===== src/rtl/serial_sub.sv =====
// Bit-serial two's-complement subtractor: one full-subtractor cell and a borrow flop,
// LSB first, with a start/busy/done handshake around a three-state controller.
module serial_sub #(
  parameter int unsigned WIDTH = 8
) (
  input  logic             clk,
  input  logic             rst_n,
  input  logic             start,
  input  logic [WIDTH-1:0] a,
  input  logic [WIDTH-1:0] b,
  output logic             busy,
  output logic             done,
  output logic [WIDTH-1:0] d,
  output logic             bout,
  output logic             ovf
);

  localparam int unsigned CntW = (WIDTH > 2) ? $clog2(WIDTH) : 1;
  localparam logic [CntW-1:0] LastCnt = CntW'(WIDTH - 1);

  typedef enum logic [1:0] {StIdle, StShift, StDone} state_e;

  state_e           state_q, state_d;
  logic [WIDTH-1:0] ra_q, ra_d, rb_q, rb_d, rr_q, rr_d, d_q, d_d;
  logic [CntW-1:0]  cnt_q, cnt_d;
  logic             br_q, br_d, bout_q, bout_d, ovf_q, ovf_d;
  logic             a_msb_q, a_msb_d, b_msb_q, b_msb_d;
  logic             x, br_next;

  assign x       = ra_q[0] ^ rb_q[0] ^ br_q;
  assign br_next = (~ra_q[0] & rb_q[0]) | (~(ra_q[0] ^ rb_q[0]) & br_q);

  always_comb begin
    state_d = state_q;
    ra_d    = ra_q;
    rb_d    = rb_q;
    rr_d    = rr_q;
    cnt_d   = cnt_q;
    br_d    = br_q;
    d_d     = d_q;
    bout_d  = bout_q;
    ovf_d   = ovf_q;
    a_msb_d = a_msb_q;
    b_msb_d = b_msb_q;
    unique case (state_q)
      StIdle: begin
        if (start) begin
          state_d = StShift;
          ra_d    = a;
          rb_d    = b;
          // Operand MSBs are kept aside since ra/rb are consumed by the shift.
          a_msb_d = a[WIDTH-1];
          b_msb_d = b[WIDTH-1];
          br_d    = 1'b0;
          cnt_d   = '0;
        end
      end
      StShift: begin
        ra_d  = ra_q >> 1;
        rb_d  = rb_q >> 1;
        rr_d  = {x, rr_q[WIDTH-1:1]};
        br_d  = br_next;
        cnt_d = cnt_q + 1'b1;
        if (cnt_q == LastCnt) begin
          state_d = StDone;
          d_d     = {x, rr_q[WIDTH-1:1]};
          bout_d  = br_next;
          ovf_d   = (a_msb_q ^ b_msb_q) & (x ^ a_msb_q);
        end
      end
      StDone:  state_d = StIdle;
      default: state_d = StIdle;
    endcase
  end

  always_ff @(posedge clk or negedge rst_n) begin
    if (!rst_n) begin
      state_q <= StIdle;
      ra_q    <= '0;
      rb_q    <= '0;
      rr_q    <= '0;
      cnt_q   <= '0;
      br_q    <= 1'b0;
      d_q     <= '0;
      bout_q  <= 1'b0;
      ovf_q   <= 1'b0;
      a_msb_q <= 1'b0;
      b_msb_q <= 1'b0;
    end else begin
      state_q <= state_d;
      ra_q    <= ra_d;
      rb_q    <= rb_d;
      rr_q    <= rr_d;
      cnt_q   <= cnt_d;
      br_q    <= br_d;
      d_q     <= d_d;
      bout_q  <= bout_d;
      ovf_q   <= ovf_d;
      a_msb_q <= a_msb_d;
      b_msb_q <= b_msb_d;
    end
  end

  assign busy = (state_q == StShift);
  assign done = (state_q == StDone);
  assign d    = d_q;
  assign bout = bout_q;
  assign ovf  = ovf_q;

endmodule

===== config.mk =====
export PLATFORM = sky130hd
export DESIGN_NAME = serial_sub
export DESIGN_NICKNAME = d
export VERILOG_FILES = /design/src/rtl/serial_sub.sv
export SDC_FILE = /design/constraint.sdc
export NUM_CORES = 1
export LEC_CHECK = 0
export ABC_AREA = 1
export ABC_CLOCK_PERIOD_IN_PS = 1600
export BUFFER_PORTS_ARGS = -buffer_cell sky130_fd_sc_hd__buf_2
export CELL_PAD_IN_SITES_DETAIL_PLACEMENT = 0
export CELL_PAD_IN_SITES_GLOBAL_PLACEMENT = 2
export CORE_AREA = 2 2 67 94
export DETAILED_ROUTE_END_ITERATION = 16
export DIE_AREA = 0 0 69 96
export GPL_TIMING_DRIVEN = 0
export PLACE_DENSITY = 0.81
export SKIP_CTS_REPAIR_TIMING = 1
export SLEW_MARGIN = 20
export SYNTH_ARGS = -nofsm -noshare
export SYNTH_HDL_FRONTEND = slang
export SYNTH_SLANG_ARGS = --single-unit

===== constraint.sdc =====
create_clock -name clk -period 1.6 [get_ports clk]
set_input_delay 0.32 -clock clk [delete_from_list [all_inputs] [get_ports clk]]
set_output_delay 0.32 -clock clk [all_outputs]
set_load 0.1 [all_outputs]

======== After elaboration in Yosys (flattened, before gate mapping) ========
Index checks and enable logic that the tools add are counted.
cells by class
  $add $sub $neg .......................... 1
  equal/unequal tests ..................... 5
  multiplexer cells ....................... 11
  bitwise operators ....................... 10
  reductions and logical operators ........ 6
operators with widths
  kind                   count
  $pmux W8 S2            2
  $mux W8                2
  $reduce_and A2 Y1      4
  $pmux W3 S2            1
  $mux W2                2
  $pmux W2 S2            1
  $xor A1 B1 Y1          4
  $add A3 B1 Y3 const B  1
  $and A1 B1 Y1          3
  $eq A3 B3 Y1 const B   1
  $mux W3                1
  $eq A2 B1 Y1 const B   1
  $eq A2 B2 Y1 const B   1
  $logic_not A2 Y1       1
  $ne A2 B1 Y1 const B   1
  $ne A2 B2 Y1 const B   1
  $not A1 Y1             2
  $pmux W1 S2            1
  $reduce_bool A2 Y1     1
  $mux W1                1
  $or A1 B1 Y1           1
storage, ports and cells
  register bits ........................... 42
  input bits .............................. 19
  output and inout port bits .............. 12
  word-level logic and storage cells ...... 44

======== Logic depth before layout (Yosys ltp) ========
Gate-level depths: netlist of run 1.
  depth in word-level cells ............... 5
  mapped depth ............................ 7
  gate-level depth less buffers ........... 7

======== Worst setup path after synthesis of run 1 ========
No wires, ideal clock.
  path type ............................... register -> output
  start point ............................. register state_q[0]
  end point ............................... output port done
  data arrival time ....................... 1.938 ns
  required time ........................... 1.280 ns
  slack ................................... -0.658 ns
  stages on the path, launching flop included .. 4
  buffers on the path ..................... 2
  cells stage by stage .................... dfrtp_1 > buf_4 > buf_2 > nor2_1
between the ends
  word-level cells in the longest chain between the ends .. 1
RTL lines
  what                    line  source
  start, declared         23    state_e state_q, state_d;
  start signal, assigned  78    state_q <= StIdle;
  start signal, assigned  90    state_q <= state_d;
  $eq A2 B2 Y1            105   assign done = (state_q == StDone);
  end, declared           12    output logic done,
No other way between the ends.

======== Worst setup path after layout of run 1 ========
Same ends and word-level chain as after synthesis.

==> results of run 1 <==
-- final cells by class --
class | count | share of cell area
Clock inverter | 1 | 0.0132
Timing Repair Buffer | 33 | 0.0853
Multi-Input combinational cell | 153 | 0.315
Buffer | 9 | 0.0303
Inverter | 17 | 0.0292
Tap cell | 70 | 0.0385
Sequential cell | 41 | 0.451
Clock buffer | 7 | 0.0380
-- per-stage QoR --
stage,area (um2),hold slack (ns),setup slack (ns),std cells
4_1_cts,2220,0.192,-0.287,329
3_5_place_dp,2110,0.465,0.0387,321
3_3_place_gp,2110,0.458,0.0301,321
2_1_floorplan,1870,0.0244,0.0102,221
5_1_grt,2270,0.230,0.0127,331
6_report,2270,0.168,0.0714,331
-- worst max-delay path by stage --
stage / start / to / cells past startpoint
6_report: state_q[0] / done / 4
5_1_grt: state_q[0] / busy / 4
3_3_place_gp: state_q[1] / done / 4
4_1_cts: state_q[0] / done / 4
3_5_place_dp: state_q[0] / done / 4
2_1_floorplan: state_q[0] / d[0] / 7
-- metal layers --
metal,share of wire,up-vias,routed length [um]
li1,-,759,-
met1,0.44,705,1830
met5,0,-,0
met3,0.054,4,224
met2,0.49,34,2040
met4,0.0090,0,37
-- placed cells by master, fill, tap and decap left out --
cell type	netlist	final
buf_12	0	1
buf_2	6	32
buf_4	3	5
buf_6	1	4
bufinv_16	0	1
clkbuf_1	0	1
clkbuf_8	0	6
dfrtp_1	41	41
fa_1	1	1
ha_1	2	2
inv_1	14	14
inv_2	3	2
inv_4	0	1
nand2_1	105	105
nand2_2	1	1
nand2_4	1	1
nand3_1	16	16
nor2_1	3	2
nor2_4	1	2
o21ai_0	9	9
o21ai_1	5	5
o21ai_2	9	9
-- flip-flops by register name, summed over array words and instances (netlist names) --
register  cells
cnt_q         3
bout          1
state_q       2
d             8
b_msb_q       1
a_msb_q       1
br_q          1
ra_q          8
ovf           1
rr_q          7
rb_q          8
-- power groups by stage --
stage / combinational (mW) / clock [mW] / sequential (mW)
6_report: 2.75 / 0.861 / 1.74
5_1_grt: 3.04 / 0.935 / 1.79
4_1_cts: 2.71 / 0.886 / 1.74
3_5_place_dp: 2.70 / 0 / 1.75
3_3_place_gp: 2.68 / 0 / 1.74
2_1_floorplan: 1.35 / 0 / 2.53
-- Yosys cell counts --
cell type	number	area, um2
nand2_1	105	394
dfrtp_1	41	1030
nand3_1	16	80.1
inv_1	14	52.6
o21ai_0	9	45.0
o21ai_2	9	78.8
buf_2	6	30.0
o21ai_1	5	25.0
buf_4	3	22.5
inv_2	3	11.3
nor2_1	3	11.3
ha_1	2	25.0
buf_6	1	11.3
fa_1	1	20.0
nand2_2	1	6.26
nand2_4	1	11.3
nor2_4	1	11.3
-- logic make-up after synthesis --
family,share of synthesized area
compound gates,0.0800
simple gates,0.276
buf+inv,0.0685
flops,0.551
fa+ha+maj,0.0242
-- worst max-delay path, cell delays in order (launching register included) --
cell,delay [ns]
dfrtp_1,0.37
buf_6,0.13
buf_6,0.14
nor2_4,0.10
buf_12,0.18
==> impl_metrics.tcl, run 1 <==
set metrics [dict create \
    core-area_um2 5780 \
    yosysSeqAreaShare 0.551 \
    ant_nets 0 \
    p_total_mw 5.35 \
    finalCritPeriodShare 0.955 \
    fin_util 0.394 \
    r2r-start "cnt_q[0]" \
    multiInputGateArea_um2 716 \
    tritoncts "done" \
    io_buffers 30 \
    synth_cell_types 17 \
    first_global_vias 1439 \
    power_density_nw_per_um2 2350 \
    worst-setup-path-type "reg -> out" \
    start_util 0.322 \
    dpl.hpwl_um 2850 \
    drcViolationCount 0 \
    ff2ff_setup_slack_ns 0.20 \
    setup_viol 0 \
    pwr-share-seq 0.325 \
    p_leak_nw 1.24 \
    sw_frac_of_total 0.487 \
    maxCapViolCount 0 \
    clkTransAtPathRegs_ns 0.08 \
    pwr-share-comb 0.514 \
    regToRegEndpoint "d[0]" \
    rsz0062_at_grt "false" \
    ff2ff_path_depth 6 \
    cts_made_buffers 5 \
    gp_congestion 0.733 \
    nets 282 \
    synth_warnings 0 \
    wl_per_cell_um 12.5 \
    met1_usage 0.166 \
    clock_sinks 41 \
    clk_latency_ns 0.29 \
    chipHeight_um 96 \
    drv_slew 0 \
    post_synth.cell_area_avg_um2 8.42 \
    worstMarginPinSlew_ns 0.936 \
    seqCellArea_um2 1030 \
    drt-total-wl_um 4130 \
    io_pins 31 \
    antenna_found_initial 0 \
    cts-root-buf "clkbuf_8" \
    vias 1502 \
    row_count 33 \
    fmax_ghz 0.654 \
    fill_cells 625 \
    grt_pass1_wl_um 7010 \
    power_frac_clock 0.161 \
    grt_util_all_layers 0.135 \
    mappedNetlistNets 243 \
    fp.dieArea_um2 6620 \
    critPathMaxFanout 10 \
    endpoint_kind "output pin" \
    period_needed_ns 1.53 \
    vias_per_cell 4.54 \
    crit_arrival_ns 1.21 \
    max_slew_margin 0.376 \
    h-tree-depth 2 \
    switching_power_mw 2.61 \
    use_met3 0.0408 \
    hold_class "in -> async" \
    grt_max_degree 42 \
    antenna_cells 0 \
    tns_ns 0 \
    grt_use_met2 0.231 \
    synth_cells 221 \
    busiest_layer "met2" \
    overflow 0 \
    drtIter0Drc 51 \
    p_int_mw 2.74 \
    syn_area_um2 1860 \
    timing_hold_violations_final 0 \
    area_growth_pct 22.2 \
    die_x_um 69 \
    drive_gt1_frac 0.249 \
    max-vdd-ir-drop_v 0.00104 \
    crit_path_start_kind "flop" \
    status "finished, final reports clean" \
    synth_seq_cells 41 \
    required_ns 1.28 \
    fin_skew_ns 0.00567 \
    clk_path_buf_depth 2 \
    dr.pass1.iters 4 \
]
Note: power is estimated with default switching activity, not from simulation.
==> inputs of run 2 (changes only) <==
- CTS_CLUSTER_SIZE: not set -> 14
- GPL_TIMING_DRIVEN: 0 -> not set
- REMOVE_ABC_BUFFERS: not set -> 1
==> impl_metrics.tcl, run 2 (synthesis gave the netlist of run 1 again) <==
set metrics [dict create \
    worstMarginPinSlew_ns 0.487 \
    clk_path_buf_depth 2 \
    p_total_mw 5.15 \
    maxCapViolCount 0 \
    ff2ff_path_depth 6 \
    gp_congestion 0.724 \
    nets 277 \
    die_x_um 69 \
    wl_per_cell_um 11.7 \
    cpPeakStageDelay_ns 0.43 \
    cts_made_buffers 5 \
    mostFrequentLayoutCell "nand2_1" \
    crit_path_start_kind "flop" \
    vias_per_cell 4.45 \
    ant_nets 0 \
    fp.dieArea_um2 6620 \
    area_growth_pct 20.4 \
    ff2ff_setup_slack_ns 0.25 \
    p_leak_nw 1.22 \
    max_slew_margin 0.677 \
    r2r-start "ra_q[0]" \
    drtIter0Drc 87 \
    hold_class "in -> reg" \
    first_global_vias 1389 \
    critPathMaxFanout 8 \
    dr.pass1.iters 4 \
    timing_hold_violations_final 0 \
    clkTransAtPathRegs_ns 0.08 \
    rsz0062_at_grt "false" \
    max-vdd-ir-drop_v 0.000737 \
    grt_pass1_wl_um 6640 \
    io_buffers 30 \
    crit_chain "inv_2 > nor2_2 > buf_12" \
    drt-total-wl_um 3810 \
    dpl.hpwl_um 2560 \
    fin_util 0.388 \
    finalCritPeriodShare 0.951 \
    regToRegEndpoint "ovf" \
    drv_slew 0 \
    required_ns 1.28 \
    setup_viol 0 \
    worst-setup-path-type "reg -> out" \
    mostFrequentLayoutCells "105 x nand2_1, 40 x dfrtp_1, 28 x buf_2" \
    endpoint_kind "output pin" \
    h-tree-depth 2 \
    hold_start "a[3]" \
    cts-root-buf "clkbuf_8" \
    hold_depth 5 \
    power_density_nw_per_um2 2300 \
    grt_util_all_layers 0.126 \
    fin_area_um2 2240 \
    antenna_found_initial 0 \
    period_needed_ns 1.52 \
    chipHeight_um 96 \
    overflow 0 \
    tritoncts "done" \
    status "finished, final reports clean" \
    row_count 33 \
    drcViolationCount 0 \
    met1_usage 0.153 \
    worstHoldEndpoint "ra_q[3]" \
    grt_use_met2 0.215 \
    grt_max_degree 27 \
    clk_latency_ns 0.29 \
    vias 1446 \
    crit_slowest_cell "dfrtp_1" \
    drive_gt1_frac 0.235 \
    start_util 0.322 \
    fill_cells 638 \
    antenna_cells 0 \
    fin_skew_ns 0.00728 \
    fmax_ghz 0.657 \
    io_pins 31 \
    core-area_um2 5780 \
    busiest_layer "met2" \
    clock_sinks 41 \
    crit_arrival_ns 1.20 \
    place_area_um2 2120 \
    use_met3 0.0335 \
]
run 2: changes by cell type in the layout (fill, tap and decap cells not counted), sizes merged:
cell / delta
buf: -6
clkbuf: -2
clkinv: +1
dlygate4sd3: +1
run 2: routing by layer:
metal / up-vias / routed length (um)
li1: 749 / -
met1: 667 / 1790
met2: 25 / 1810
met3: 5 / 143
met4: 0 / 62
met5: - / 0
run 2: power breakdown:
group | switching, mW | total (mW) | internal, mW | leakage (nW)
clock network | 0.356 | 0.810 | 0.454 | 0.0540
registers | 0.251 | 1.74 | 1.49 | 0.520
logic | 1.92 | 2.60 | 0.683 | 0.642
run 2: cell type report:
cell class	count	area [um2]	area share
multi-input combinational	153	711	0.317
inverter	17	63.8	0.0285
tap	70	87.6	0.0391
clock inverter	2	35.0	0.0156
sequential	41	1030	0.458
timing repair buffer	37	248	0.111
clock buffer	5	68.8	0.0307
run 2: how the worst max path moves through the flow:
stage,depth (start not counted),start,slack (ns),to
6_report,3,state_q[1],0.08,done
5_1_grt,3,state_q[1],0.003,done
4_1_cts,3,state_q[1],-0.01,done
3_5_place_dp,6,ra_q[0],0.25,ovf
3_3_place_gp,6,ra_q[0],0.27,ovf
2_1_floorplan,1,state_q[0],-0.59,done
run 2: worst max-delay path: cells and delay by family (launching register included):
family / cells / cell delay (ns)
buffers and inverters: 2 / 0.31
DFF: 1 / 0.43
and+or+nand+nor: 1 / 0.16
run 2: metrics by stage:
stage / hold slack, ns / cells / setup TNS (ns) / setup slack (ns)
after floorplan: 0.0244 / 211 / -2.68 / -0.589
after global placement: 0.266 / 317 / 0 / 0.268
after detailed placement: 0.268 / 317 / 0 / 0.249
after CTS: -0.0556 / 324 / -0.0121 / -0.0121
after global routing: 0.323 / 325 / 0 / 0.00307
final: 0.304 / 325 / 0 / 0.0788
==> inputs of run 3 (changes only) <==
- CAP_MARGIN: not set -> 15
- CORE_AREA: 2 2 67 94 -> 2 2 66 93
- CTS_BUF_LIST: not set -> sky130_fd_sc_hd__clkbuf_8
- CTS_CLUSTER_DIAMETER: not set -> 200
- DIE_AREA: 0 0 69 96 -> 0 0 68 95
- PLACE_DENSITY: 0.81 -> 0.83
==> impl_metrics.tcl, run 3 (synthesis gave the netlist of run 1 again) <==
set metrics [dict create \
    fp.dieArea_um2 6460 \
    worst_slack_ns 0.0839 \
    rsz0062_at_grt "false" \
    nets 279 \
    max-vdd-ir-drop_v 0.000501 \
    cts-root-buf "clkbuf_8" \
    ff2ff_setup_slack_ns 0.25 \
    maxCapViolCount 0 \
    clkTransAtPathRegs_ns 0.07 \
    io_pins 31 \
    p_leak_nw 1.21 \
    hold_start "a[3]" \
    dr.pass1.iters 4 \
    sw_frac_of_total 0.505 \
    status "finished, final reports clean" \
    mostFrequentLayoutCells "105 x nand2_1, 40 x dfrtp_1, 28 x buf_2" \
    drt-total-wl_um 3950 \
    crit_chain "inv_2 > nor2_2 > buf_12" \
    clock_sinks 41 \
    dpl.hpwl_um 2750 \
    tns_ns 0 \
    vias_per_cell 4.44 \
    grt_max_degree 42 \
    crit_buf_inv 2 \
    drv_slew 0 \
    max_slew_margin 0.677 \
    fin_skew_ns 0.00526 \
    regToRegEndpoint "ovf" \
    required_ns 1.28 \
    gp_congestion 0.725 \
    power_frac_clock 0.125 \
    place_area_um2 2140 \
    start_util 0.327 \
    fin_area_um2 2230 \
    drive_gt1_frac 0.238 \
    drtIter0Drc 81 \
    core-area_um2 5700 \
    row_count 33 \
    r2r-start "ra_q[0]" \
    cp_top_family "flip-flops" \
    switching_power_mw 2.54 \
    antenna_cells 0 \
    cpPeakStageDelay_ns 0.43 \
    hold_class "in -> reg" \
    period_needed_ns 1.52 \
    endpoint_kind "output pin" \
    tritoncts "done" \
    antenna_found_initial 0 \
    ant_nets 0 \
    overflow 0 \
    crit_slowest_cell "dfrtp_1" \
    pwr-share-seq 0.351 \
    clk_latency_ns 0.29 \
    worstMarginPinSlew_ns 0.487 \
    grt_util_all_layers 0.138 \
    crit_path_start_kind "flop" \
    p_int_mw 2.49 \
    ff2ff_path_depth 6 \
    critPathMaxFanout 8 \
    io_buffers 30 \
    cts_made_buffers 5 \
    power_density_nw_per_um2 2260 \
    worstHoldEndpoint "ra_q[3]" \
    pre_cts_slack_ns 0.249 \
    pwr-share-comb 0.524 \
    h-tree-depth 2 \
    finalCritPeriodShare 0.948 \
    fmax_ghz 0.660 \
    timing_hold_violations_final 0 \
    grt_pass1_wl_um 6590 \
    first_global_vias 1425 \
    setup_viol 0 \
    hold_depth 5 \
    chipHeight_um 95 \
    worst-setup-path-type "reg -> out" \
    vias 1449 \
    drcViolationCount 0 \
    area_growth_pct 19.6 \
    mostFrequentLayoutCell "nand2_1" \
    wl_per_cell_um 12.1 \
    crit_arrival_ns 1.20 \
    clk_path_buf_depth 2 \
    die_x_um 68 \
]
-- run 3: cell count changes in the layout (fill, tap and decap cells not counted), sizes merged --
cell,change
buf,+2
bufinv,-1
-- run 3: power by group through the flow --
stage / registers [mW] / logic, mW / clock network (mW)
after detailed placement: 1.78 / 2.69 / 0
after global placement: 1.76 / 2.66 / 0
after floorplan: 2.57 / 1.19 / 0
after global routing: 1.82 / 2.93 / 0.706
final: 1.76 / 2.64 / 0.629
after CTS: 1.76 / 2.69 / 0.661
-- run 3: per-layer routing --
layer  vias to the layer above  GRT usage  routed length [um]
met5                         -          0                   0
met4                         0     0.0600                  74
met3                         7     0.0322                 123
met2                        28      0.237                1970
met1                       665      0.159                1780
li1                        749          -                   -
-- run 3: through the flow --
step	utilization	hold slack, ns	power [mW]	instances
final	0.391	0.309	5.03	326
after global routing	0.391	0.323	5.46	326
after CTS	0.388	-0.00816	5.12	325
after detailed placement	0.375	0.311	4.46	319
after global placement	0.375	0.313	4.42	319
after floorplan	-	0.0244	3.76	211
-- run 3: final cells by class --
cell class,instances,area [um2]
clock inverter,1,5.00
multi-input combinational,153,711
fill,606,3470
inverter,17,63.8
tap,70,87.6
timing repair buffer,39,263
sequential,41,1030
clock buffer,5,68.8
-- run 3: worst reg2reg max path, delay by kind of cell, from the launching register on --
| kind | cells | cell delay, ns |
|---|---|---|
| buffers and inverters | 1 | 0.07 |
| AND/OR/NAND/NOR | 4 | 0.22 |
| adder cells (fa/ha/maj) | 1 | 0.56 |
| flip-flops | 1 | 0.40 |
-- run 3: how the worst max path moves through the flow --
stage | end | cells after the start | from | slack (ns)
floorplan | done | 1 | state_q[0] | -0.59
global placement | ovf | 6 | ra_q[0] | 0.27
detailed placement | ra_q[5] | 4 | state_q[0] | 0.25
CTS | done | 3 | state_q[1] | -0.009
global route | done | 3 | state_q[1] | 0.007
finish | done | 3 | state_q[1] | 0.08
